$ cat config.mk
export PLATFORM = sky130hd
export DESIGN_NAME = alu_share_arbiter
export DESIGN_NICKNAME = d
export VERILOG_FILES = /design/src/rtl/cpu_defs.sv /design/src/rtl/ALU.sv /design/src/rtl/rr_arb2.sv /design/src/rtl/alu_share_arbiter.sv
export SDC_FILE = /design/constraint.sdc
export NUM_CORES = 1
export LEC_CHECK = 0
export ABC_AREA = 1
export CORE_MARGIN = 2
export CORE_UTILIZATION = 47
export DETAILED_ROUTE_END_ITERATION = 7
export GPL_TIMING_DRIVEN = 0
export HOLD_SLACK_MARGIN = 0.1
export PLACE_DENSITY = 0.79
export SLEW_MARGIN = 0
export SYNTH_ARGS = -nofsm -noshare
export SYNTH_HDL_FRONTEND = slang
export SYNTH_SLANG_ARGS = --single-unit
$ cat constraint.sdc
create_clock -name clk -period 3.3 [get_ports clk]
set_input_delay 0.66 -clock clk [delete_from_list [all_inputs] [get_ports clk]]
set_output_delay 0.66 -clock clk [all_outputs]
set_load 0.005 [all_outputs]
$ cat src/rtl/cpu_defs.sv
// Shared CPU definitions: datapath width and ALU operation codes.
package cpu_defs;

    localparam int DATA_W = 32;

    localparam logic [3:0] ALU_ADD = 4'd0;
    localparam logic [3:0] ALU_SUB = 4'd1;
    localparam logic [3:0] ALU_AND = 4'd2;
    localparam logic [3:0] ALU_OR  = 4'd3;
    localparam logic [3:0] ALU_XOR = 4'd4;
    localparam logic [3:0] ALU_LUI = 4'd5;

endpackage

$ cat src/rtl/ALU.sv
// Single-cycle CPU ALU: result plus an unsigned compare flag per op code.
module ALU
    import cpu_defs::*;
(
    input  logic [DATA_W-1:0] Src1,
    input  logic [DATA_W-1:0] Src2,
    input  logic [3:0]        ALUOP,
    output logic [DATA_W-1:0] Result,
    output logic              Branch
);

    // Pure combinational op decode; undefined op codes yield zero.
    always_comb begin
        Result = '0;
        Branch = 1'b0;
        case (ALUOP)
            ALU_ADD: begin Result = Src1 + Src2;         Branch = (Src1 == Src2); end
            ALU_SUB: begin Result = Src1 - Src2;         Branch = (Src1 >= Src2); end
            ALU_AND: begin Result = Src1 & Src2;         Branch = (Src1 >  Src2); end
            ALU_OR:  begin Result = Src1 | Src2;         Branch = (Src1 <= Src2); end
            ALU_XOR: begin Result = Src1 ^ Src2;         Branch = (Src1 <  Src2); end
            ALU_LUI: begin Result = {Src2[15:0], 16'h0}; Branch = (Src1 != Src2); end
            default: begin Result = '0;                  Branch = 1'b0;           end
        endcase
    end

endmodule

$ cat src/rtl/rr_arb2.sv
// Two-way round-robin arbiter; the pointer names who wins a tie.
module rr_arb2 #(
    parameter int PRIO_INIT = 0
) (
    input  logic       clk,
    input  logic       reset,
    input  logic [1:0] elig_i,
    output logic [1:0] gnt_o
);

    logic ptr_q;
    logic ptr_d;

    // One-hot grant: a lone requester wins outright, a tie goes to the pointer.
    always_comb begin
        gnt_o = elig_i;
        if (elig_i == 2'b11) begin
            gnt_o = ptr_q ? 2'b10 : 2'b01;
        end
    end

    // After any grant, priority passes to the requester that lost.
    always_comb begin
        ptr_d = ptr_q;
        if (gnt_o[0]) begin
            ptr_d = 1'b1;
        end else if (gnt_o[1]) begin
            ptr_d = 1'b0;
        end
    end

    // Priority pointer register, restored to the configured owner on reset.
    always_ff @(posedge clk or negedge reset) begin
        if (!reset) begin
            ptr_q <= 1'(PRIO_INIT);
        end else begin
            ptr_q <= ptr_d;
        end
    end

endmodule

$ cat src/rtl/alu_share_arbiter.sv
// Shares one ALU between two requesters with registered, backpressurable responses.
module alu_share_arbiter
    import cpu_defs::*;
#(
    parameter int PRIO_INIT = 0,
    parameter int CNT_W     = 16
) (
    input  logic              clk,
    input  logic              reset,
    input  logic [1:0]        req_valid,
    output logic [1:0]        req_ready,
    input  logic [DATA_W-1:0] req_src1_0,
    input  logic [DATA_W-1:0] req_src1_1,
    input  logic [DATA_W-1:0] req_src2_0,
    input  logic [DATA_W-1:0] req_src2_1,
    input  logic [3:0]        req_op_0,
    input  logic [3:0]        req_op_1,
    output logic [1:0]        resp_valid,
    input  logic [1:0]        resp_ready,
    output logic [DATA_W-1:0] resp_result_0,
    output logic [DATA_W-1:0] resp_result_1,
    output logic              resp_branch_0,
    output logic              resp_branch_1,
    output logic [CNT_W-1:0]  gnt_cnt_0,
    output logic [CNT_W-1:0]  gnt_cnt_1
);

    logic [1:0]              elig;
    logic [1:0]              gnt;
    logic [DATA_W-1:0]       alu_src1;
    logic [DATA_W-1:0]       alu_src2;
    logic [3:0]              alu_op;
    logic [DATA_W-1:0]       alu_result;
    logic                    alu_branch;

    logic [1:0]              valid_q;
    logic [1:0][DATA_W-1:0]  result_q;
    logic [1:0]              branch_q;
    logic [1:0][CNT_W-1:0]   cnt_q;
    logic [1:0][CNT_W-1:0]   cnt_d;

    // A requester may issue only if its response slot is empty or draining now.
    assign elig = req_valid & (~valid_q | resp_ready);

    rr_arb2 #(
        .PRIO_INIT (PRIO_INIT)
    ) u_arb (
        .clk    (clk),
        .reset  (reset),
        .elig_i (elig),
        .gnt_o  (gnt)
    );

    assign req_ready = gnt;

    // Steer the granted requester's operands onto the shared ALU.
    always_comb begin
        alu_src1 = req_src1_0;
        alu_src2 = req_src2_0;
        alu_op   = req_op_0;
        if (gnt[1]) begin
            alu_src1 = req_src1_1;
            alu_src2 = req_src2_1;
            alu_op   = req_op_1;
        end
    end

    ALU u_alu (
        .Src1   (alu_src1),
        .Src2   (alu_src2),
        .ALUOP  (alu_op),
        .Result (alu_result),
        .Branch (alu_branch)
    );

    // One-entry response buffers: a grant loads, a consume empties, else hold.
    always_ff @(posedge clk or negedge reset) begin
        if (!reset) begin
            valid_q  <= '0;
            result_q <= '0;
            branch_q <= '0;
        end else begin
            for (int i = 0; i < 2; i++) begin
                if (gnt[i]) begin
                    valid_q[i]  <= 1'b1;
                    result_q[i] <= alu_result;
                    branch_q[i] <= alu_branch;
                end else if (resp_ready[i]) begin
                    valid_q[i] <= 1'b0;
                end
            end
        end
    end

    // Grant counters stick at all-ones instead of wrapping.
    always_comb begin
        cnt_d = cnt_q;
        for (int i = 0; i < 2; i++) begin
            if (gnt[i] && (cnt_q[i] != {CNT_W{1'b1}})) begin
                cnt_d[i] = cnt_q[i] + 1'b1;
            end
        end
    end

    // Grant counter registers.
    always_ff @(posedge clk or negedge reset) begin
        if (!reset) begin
            cnt_q <= '0;
        end else begin
            cnt_q <= cnt_d;
        end
    end

    assign resp_valid    = valid_q;
    assign resp_result_0 = result_q[0];
    assign resp_result_1 = result_q[1];
    assign resp_branch_0 = branch_q[0];
    assign resp_branch_1 = branch_q[1];
    assign gnt_cnt_0     = cnt_q[0];
    assign gnt_cnt_1     = cnt_q[1];

endmodule

Yosys cells after proc, flatten, opt, wreduce, memory -nomap -nowiden
Cells that the tools add are included.
W data, S select, Z words.
{ "op_classes": {"addsub": 4, "magnitude_cmp": 4, "eq_ne": 10, "n_mux": 13, "bitwise_logic": 6, "reduce_logical": 6} }
{ "ops": {"columns": ["cell", "n"], "rows": [
  ["$pmux W32 S6", 1],
  ["$mux W32", 2],
  ["$add A16 B1 Y16 const B", 2],
  ["$add A32 B32 Y32", 1],
  ["$and A32 B32 Y32", 1],
  ["$eq A32 B32 Y1", 1],
  ["$ge A32 B32 Y1", 1],
  ["$gt A32 B32 Y1", 1],
  ["$le A32 B32 Y1", 1],
  ["$lt A32 B32 Y1", 1],
  ["$ne A16 B16 Y1 const B", 2],
  ["$ne A32 B32 Y1", 1],
  ["$or A32 B32 Y32", 1],
  ["$sub A32 B32 Y32", 1],
  ["$xor A32 B32 Y32", 1],
  ["$eq A4 B2 Y1 const B", 2],
  ["$eq A4 B3 Y1 const B", 2],
  ["$mux W1", 6],
  ["$pmux W1 S6", 1],
  ["$reduce_bool A2 Y1", 3],
  ["$eq A4 B1 Y1 const B", 1],
  ["$logic_not A4 Y1", 1],
  ["$mux W2", 2],
  ["$mux W4", 1],
  ["5 further kinds", 6]
]} }
{ "word_totals": {"regBits": 101, "inputBits": 142, "elab_cells": 52} }

Depth between registers and ports, before layout
{ "depth": {"word_depth": 8, "ltp_mapped": 28} }

Cells and area by module
From an unflattened synthesis, not the netlist that was laid out.
{ "hier_totals": {"hier_cells": 2042, "hier_area_um2": 11959.0} }
{ "by_module_without_submodules": {"columns": ["mod", "instances", "cells_each", "area_per_inst_um2", "seq_area_each_um2"], "rows": [
  ["ALU", 1, 1250, 6548.8, 0.0],
  ["alu_share_arbiter", 1, 780, 5338.9, 2502.4],
  ["rr_arb2", 1, 12, 71.3, 25.0]
]} }

Worst setup path after synthesis
Ideal clock, no wire load.
{ "synth_path": {"path_type": "input port to flip-flop", "start": "input port resp_ready[0]", "end": "register branch_q[1]", "setup_time_ns": 0.117, "t_arrival_ns": 3.626, "slack_ns": -0.443, "path_stages": 25, "path_buffers": 5, "path_cell_list": "inv_1 nand2_1 nand3_2 nand2_4 buf_2 buf_2 buf_2 buf_2 nand2_1 o21ai_0 ha_1 buf_2 inv_1 nand2_1 nor2_1 inv_1 nor2_1 and3_1 nand3_1 nand2_1 o21ai_0 a21oi_1 nand4_1 nand2_1 nand2_1"} }
{ "synth_between": {"elab_chain_len": 7, "elab_cells_between_ends": 20, "cone_classes": "order compare (4); eq/ne (8); mux (5); bitwise (2); reduce/logical (1)"} }
{ "synth_rtl": {"columns": ["item", "line", "source"], "rows": [
  ["start: declaration", "alu_share_arbiter.sv:19", "input logic [1:0] resp_ready,"],
  ["$or A2 B2 Y2 (*)", "alu_share_arbiter.sv:43", "assign elig = req_valid & (~valid_q | resp_ready);"],
  ["$and A2 B2 Y2 (*)", "alu_share_arbiter.sv:43", null],
  ["$eq A2 B2 Y1 (*)", "rr_arb2.sv:17", "if (elig_i == 2'b11) begin"],
  ["$mux W2 (*)", "rr_arb2.sv:17", null],
  ["$mux W32 / $mux W4 (equally long branches)", "alu_share_arbiter.sv:61", "if (gnt[1]) begin"],
  ["$lt A32 B32 Y1 (tied with other cells)", "ALU.sv:21", "ALU_XOR: begin Result = Src1 ^ Src2; Branch = (Src1 < Src2); end"],
  ["$pmux W1 S6", "ALU.sv:16", "case (ALUOP)"],
  ["end signal: indexed assignment", "alu_share_arbiter.sv:87", "branch_q[i] <= alu_branch;"],
  ["end: declaration", "alu_share_arbiter.sv:38", "logic [1:0] branch_q;"]
]} }
Every way passes the cells marked *; elsewhere a longest branch is shown, timed or not.
A chain may end at the register's enable or synchronous reset.

Worst setup path after layout
{ "layout_path": {"start": "register valid_q[1], in the netlist resp_valid[1]", "end": "register result_q, in the netlist resp_result_0[18]"} }
{ "layout_between": {"elab_chain_len": 8, "elab_cells_between_ends": 20, "cone_classes": "add/sub (2); eq/ne (6); mux (5); bitwise (6); reduce/logical (1)"} }
{ "layout_rtl": {"columns": ["item", "line", "source"], "rows": [
  ["start: declaration", "alu_share_arbiter.sv:36", "logic [1:0] valid_q;"],
  ["start signal: assignment", "alu_share_arbiter.sv:79", "valid_q <= '0;"],
  ["start signal: indexed assignment", "alu_share_arbiter.sv:85", "valid_q[i] <= 1'b1;"],
  ["start signal: indexed assignment", "alu_share_arbiter.sv:89", "valid_q[i] <= 1'b0;"],
  ["$not A2 Y2 (*)", "alu_share_arbiter.sv:43", null],
  ["$or A2 B2 Y2 (*)", "alu_share_arbiter.sv:43", null],
  ["$and A2 B2 Y2 (*)", "alu_share_arbiter.sv:43", null],
  ["$eq A2 B2 Y1", "rr_arb2.sv:17", null],
  ["$mux W2 (*)", "rr_arb2.sv:17", null],
  ["$mux W32 / $mux W4 (equally long branches)", "alu_share_arbiter.sv:61", null],
  ["$sub A32 B32 Y32 (tied with other cells)", "ALU.sv:18", "ALU_SUB: begin Result = Src1 - Src2; Branch = (Src1 >= Src2); end"],
  ["$pmux W32 S6", "ALU.sv:16", null],
  ["end signal: indexed assignment", "alu_share_arbiter.sv:86", "result_q[i] <= alu_result;"],
  ["end: declaration", "alu_share_arbiter.sv:37", "logic [1:0][DATA_W-1:0] result_q;"]
]} }
Marked as above.

==> tab_implementation.tex <==
\begin{tabular}{lr}
\hline
Metric & Value \\
\hline
\multicolumn{2}{l}{\textbf{Outcome}} \\
Outcome & complete, but fails checks \\
Violated checks & negative setup slack \\
\multicolumn{2}{l}{\textbf{Die}} \\
Die area & around 0.024 mm\^{}2 \\
Floorplan die height & about 160 um \\
Starting Density & 0.477 \\
Core footprint & between 0.02 and 0.025 mm\^{}2 \\
Die outline width & 155 um \\
Top-Level Pins & $\sim$240 \\
Count of standard-cell rows & 55 \\
\multicolumn{2}{l}{\textbf{Yosys}} \\
Per-instance average area after synthesis & 6.32 um\^{}2 \\
Leading cell types by total area after synthesis & sky130\_fd\_sc\_hd\_\_dfrtp\_1 24\%, sky130\_fd\_sc\_hd\_\_nand2\_1 17\%, sky130\_fd\_sc\_hd\_\_ha\_1 13\%, sky130\_fd\_sc\_hd\_\_inv\_1 8.8\%, sky130\_fd\_sc\_hd\_\_o21ai\_0 5.9\% \\
Post-synthesis net count & slightly below 2k \\
Main flop type after synthesis & sky130\_fd\_sc\_hd\_\_dfrtp\_1 \\
Synth Instances & about 1.7k \\
Share of the synthesized area in the top cell type & 0.235 \\
Area of the mapped netlist & about 0.011 mm\^{}2 \\
Cell type contributing the most total cell area after synthesis & sky130\_fd\_sc\_hd\_\_dfrtp\_1 \\
Sequential cell area fraction in the yosys report & 0.235 \\
Number of warning messages in the yosys log & 0 \\
Number of synthesized register bits & around 100 \\
Distinct cells, synth & 57 \\
Number of synthesized flops with an enable pin & 0 \\
Share of synthesized flip-flops with an asynchronous set or reset & 1.00 \\
\multicolumn{2}{l}{\textbf{Detailed routing}} \\
Initial DRT Pass Iterations & 7 \\
Aggregate routed wire length & $\sim$56000 um \\
DRC Markers & 0 \\
Per-cell via count in the routed design & 5.98 \\
Avg WL per Cell & 23.0 um \\
DRT iter0 DRCs & roughly 1.7k \\
Number of nets still failing antenna checks after routing & 0 \\
DR vias & approximately 14k \\
\multicolumn{2}{l}{\textbf{Power}} \\
Clk pwr share & 0.107 \\
Share of total power in sequential cells & 0.187 \\
Peak supply drop & $\sim$300 uV \\
Internal Dissipation & 0.00525 W \\
Switching power of the nets & about 0.0048 W \\
Combinational group share of total power & 0.706 \\
Total power of the final layout & $\sim$0.01 W \\
Pwr Density & 545 mW/mm\^{}2 \\
Lkg Pwr & just under 9 nW \\
Net switching fraction of the power & 0.477 \\
\multicolumn{2}{l}{\textbf{STA}} \\
Max frequency & around 260 MHz \\
Unrepaired setup endpoints after global routing & true \\
Hold slack & $\sim$0.31 ns \\
Headroom to the max-slew limit & 0.322 \\
Setup clock skew after layout & roughly 0.0095 ns \\
Transition time at the pin with the least slew margin & $\sim$1.0 ns \\
Fin crit period & 3.89 ns \\
Crit path setup slack, layout & -0.593 ns \\
Part of the cycle the worst path needs & 1.18 \\
Setup Viol. Count Final & between 50 and 60 \\
Number of endpoints with negative hold slack in the final report & 0 \\
Fin. max-slew vios & 0 \\
\multicolumn{2}{l}{\textbf{CTS}} \\
Sinks on the clock net & a little over 100 \\
Cell at the root of the clock tree & sky130\_fd\_sc\_hd\_\_clkbuf\_16 \\
Number of H-tree levels & 3 \\
CTS buffer count & 9 \\
CTS tree & yes \\
Worst-path clk slew & roughly 0.070 ns \\
Insertion delay of the later-clocked pin in the worst-skew pair & 0.35 ns \\
Maximum clock insertion buffer count & 2 \\
\multicolumn{2}{l}{\textbf{Worst setup path}} \\
Top cell family by delay on the critical path & compound AO/OA/AOI/OAI gates \\
Required @ worst endpoint & approximately 3.5 ns \\
Cell Chain, Critical Path & a21boi\_4 -> nand2\_8 -> buf\_8 -> buf\_4 -> o21ai\_4 -> ha\_4 -> inv\_2 -> fa\_2 -> nand2\_2 -> a21oi\_4 -> a21oi\_4 -> buf\_6 -> inv\_6 -> a21oi\_4 -> inv\_4 -> nand2\_2 -> nand2\_2 -> a21oi\_2 -> o21ai\_1 -> nand2\_1 -> nand3\_4 -> nand2\_2 -> nand2\_1 \\
Crit path top cell by count & sky130\_fd\_sc\_hd\_\_nand2\_2 \\
Startpoint type of the worst setup path & register \\
Critical path data arrival time & roughly 4.1 ns \\
Bufs and invs on worst path & 6 \\
Worst r2r dst & resp\_result\_0[18]\$\_DFFE\_PN0P\_ \\
Maximum fanout along the worst path & 10 \\
Kind of end point of the critical path & register \\
Master of the slowest instance on the critical path & sky130\_fd\_sc\_hd\_\_fa\_2 \\
Register-to-Register Path Depth & 23 \\
Maximum cell stage delay along the critical path & 0.42 ns \\
Slack of the worst reg-to-reg path & -0.59 ns \\
Crit Reg-Reg Startpoint & resp\_valid[1]\$\_DFFE\_PN0P\_ \\
Setup Crit Path Kind & register to register \\
\multicolumn{2}{l}{\textbf{Place}} \\
Pre-CTS setup slack & -1.89 ns \\
HPWL after detailed placement & around 37000 um \\
Placer Congestion & between 1 and 1.5 \\
Total cell area at the placement stage & 0.0138 mm\^{}2 \\
Count of buffers inserted at the top-level ports & around 240 \\
\multicolumn{2}{l}{\textbf{Global routing}} \\
Via count of the first global-routing pass & between 10k and 15k \\
Total gr overflow & 0 \\
Aggregate global-route resource usage & 0.412 \\
Antenna violations before repair & 1 \\
Global-route wire length before repair & 75800 um \\
Maximum number of pins on one net before global-route repair & 60 \\
\multicolumn{2}{l}{\textbf{Layout}} \\
Share of cells above drive strength 1 & 0.343 \\
Net count of the finished layout & 2390 \\
Most common cell after layout, fill and taps aside & sky130\_fd\_sc\_hd\_\_nand2\_1 \\
Commonest non-fill, non-tap cells in the layout & 394 x sky130\_fd\_sc\_hd\_\_nand2\_1, 238 x sky130\_fd\_sc\_hd\_\_clkdlybuf4s50\_1, 207 x sky130\_fd\_sc\_hd\_\_inv\_1, 149 x sky130\_fd\_sc\_hd\_\_buf\_4, 101 x sky130\_fd\_sc\_hd\_\_dfrtp\_1 \\
Area growth from synthesis to layout & 71.2\% \\
Post-Layout Inst Area & approximately 0.018 mm\^{}2 \\
\multicolumn{2}{l}{\textbf{Flow run}} \\
Max-capacitance violation count & 0 \\
\multicolumn{2}{l}{\textbf{Worst hold path}} \\
Type of the worst min-delay path & input pin to async pin \\
\hline
\end{tabular}
kinds of logic (layout without fill, tap and decap cells):
group / after synthesis / in the layout / share of synthesized area
flops: 101 / 101 / 0.235
other cells: 0 / 1 / 0
simple gates: 791 / 791 / 0.303
xor+xnor: 31 / 31 / 0.0253
buf+inv: 325 / 762 / 0.120
mux: 1 / 1 / 0.00105
compound gates: 335 / 335 / 0.179
fa+ha+maj: 116 / 116 / 0.137
what timing repair did:
item | CTS | global route
pin swaps | 118 | 120
hold endpoints to repair | 0 | 0
buffers inserted | 112 | 74
setup endpoints to repair | 64 | 66
hold buffers | 0 | 0
gates cloned | 5 | 0
resized for setup | 503 | 259
metrics by stage:
stage	setup TNS, ns	utilization	instances
finish	-15.56	0.817	2423
detailed placement	-102.65	0.612	2229
global route	-20.65	0.817	2422
global placement	-293.82	0.611	2228
floorplan	-0.142	-	1700
CTS	-7.75	0.753	2358
per-layer routing:
metal / part of all wire / track usage
met1: 0.36 / 0.510
met2: 0.46 / 0.680
met3: 0.11 / 0.0861
met4: 0.069 / 0.209
met5: 0.0014 / 0
state kept, by name, indices dropped and copies added, names as in the netlist:
| signal | cells |
|---|---|
| gnt_cnt_1 | 16 |
| gnt_cnt_0 | 16 |
| u_arb.ptr_q | 1 |
| branch_q | 2 |
| resp_result_1 | 32 |
| resp_result_0 | 32 |
| resp_valid | 2 |
how the worst max path moves through the flow:
| stage | from | cells past startpoint | to |
|---|---|---|---|
| after detailed placement | resp_ready[1] | 22 | resp_result_1[28]$_DFFE_PN0N_ |
| after CTS | resp_ready[1] | 23 | resp_result_1[16]$_DFFE_PN0N_ |
| after global placement | reset | 1 | resp_result_1[22]$_DFFE_PN0N_ |
| final | resp_valid[1]$_DFFE_PN0P_ | 23 | resp_result_0[18]$_DFFE_PN0P_ |
| after global routing | resp_valid[1]$_DFFE_PN0P_ | 26 | resp_result_1[18]$_DFFE_PN0N_ |
| after floorplan | req_valid[1] | 21 | resp_result_1[28]$_DFFE_PN0N_ |
synthesized netlist by cell type, drive strengths merged, types with 2 or more instances:
cell type / instances
nor4: 6
o21ai: 154
fa: 2
a211oi: 6
a221oi: 5
buf: 34
o2111ai: 3
nor2: 133
nand2: 498
o21a: 8
nand3: 107
o22ai: 17
and3: 2
o21bai: 4
a31oi: 4
nor3: 19
dfrtp: 101
or2: 4
o311ai: 2
clkbuf: 27
a21oi: 104
o211ai: 9
nand4: 19
ha: 114
clkinv: 2
inv: 262
o221ai: 5
xor2: 19
xnor2: 12
o2bb2ai: 3
a21o: 5
a21boi: 5
final cells by class:
class / count / area [um^2]
clock inverter: 5 / 57.6
sequential: 101 / 2530
multi-input combinational: 1274 / 9580
clock buffer: 11 / 243
fill: 1400 / 4110
inverter: 264 / 1040
timing repair buffer: 428 / 4080
antenna: 1 / 2.50
buffer: 54 / 499
tap: 285 / 357
power by group through the flow:
| stage | clock network [W] | logic, W | registers (W) |
|---|---|---|---|
| 2_1_floorplan | 0 | 0.00240 | 0.00185 |
| 3_3_place_gp | 0 | 0.00429 | 0.00186 |
| 3_5_place_dp | 0 | 0.00438 | 0.00188 |
| 4_1_cts | 0.00107 | 0.00588 | 0.00186 |
| 5_1_grt | 0.00112 | 0.00738 | 0.00190 |
| 6_report | 0.00107 | 0.00708 | 0.00187 |
No activity file was read; power rests on OpenSTA's default activity.
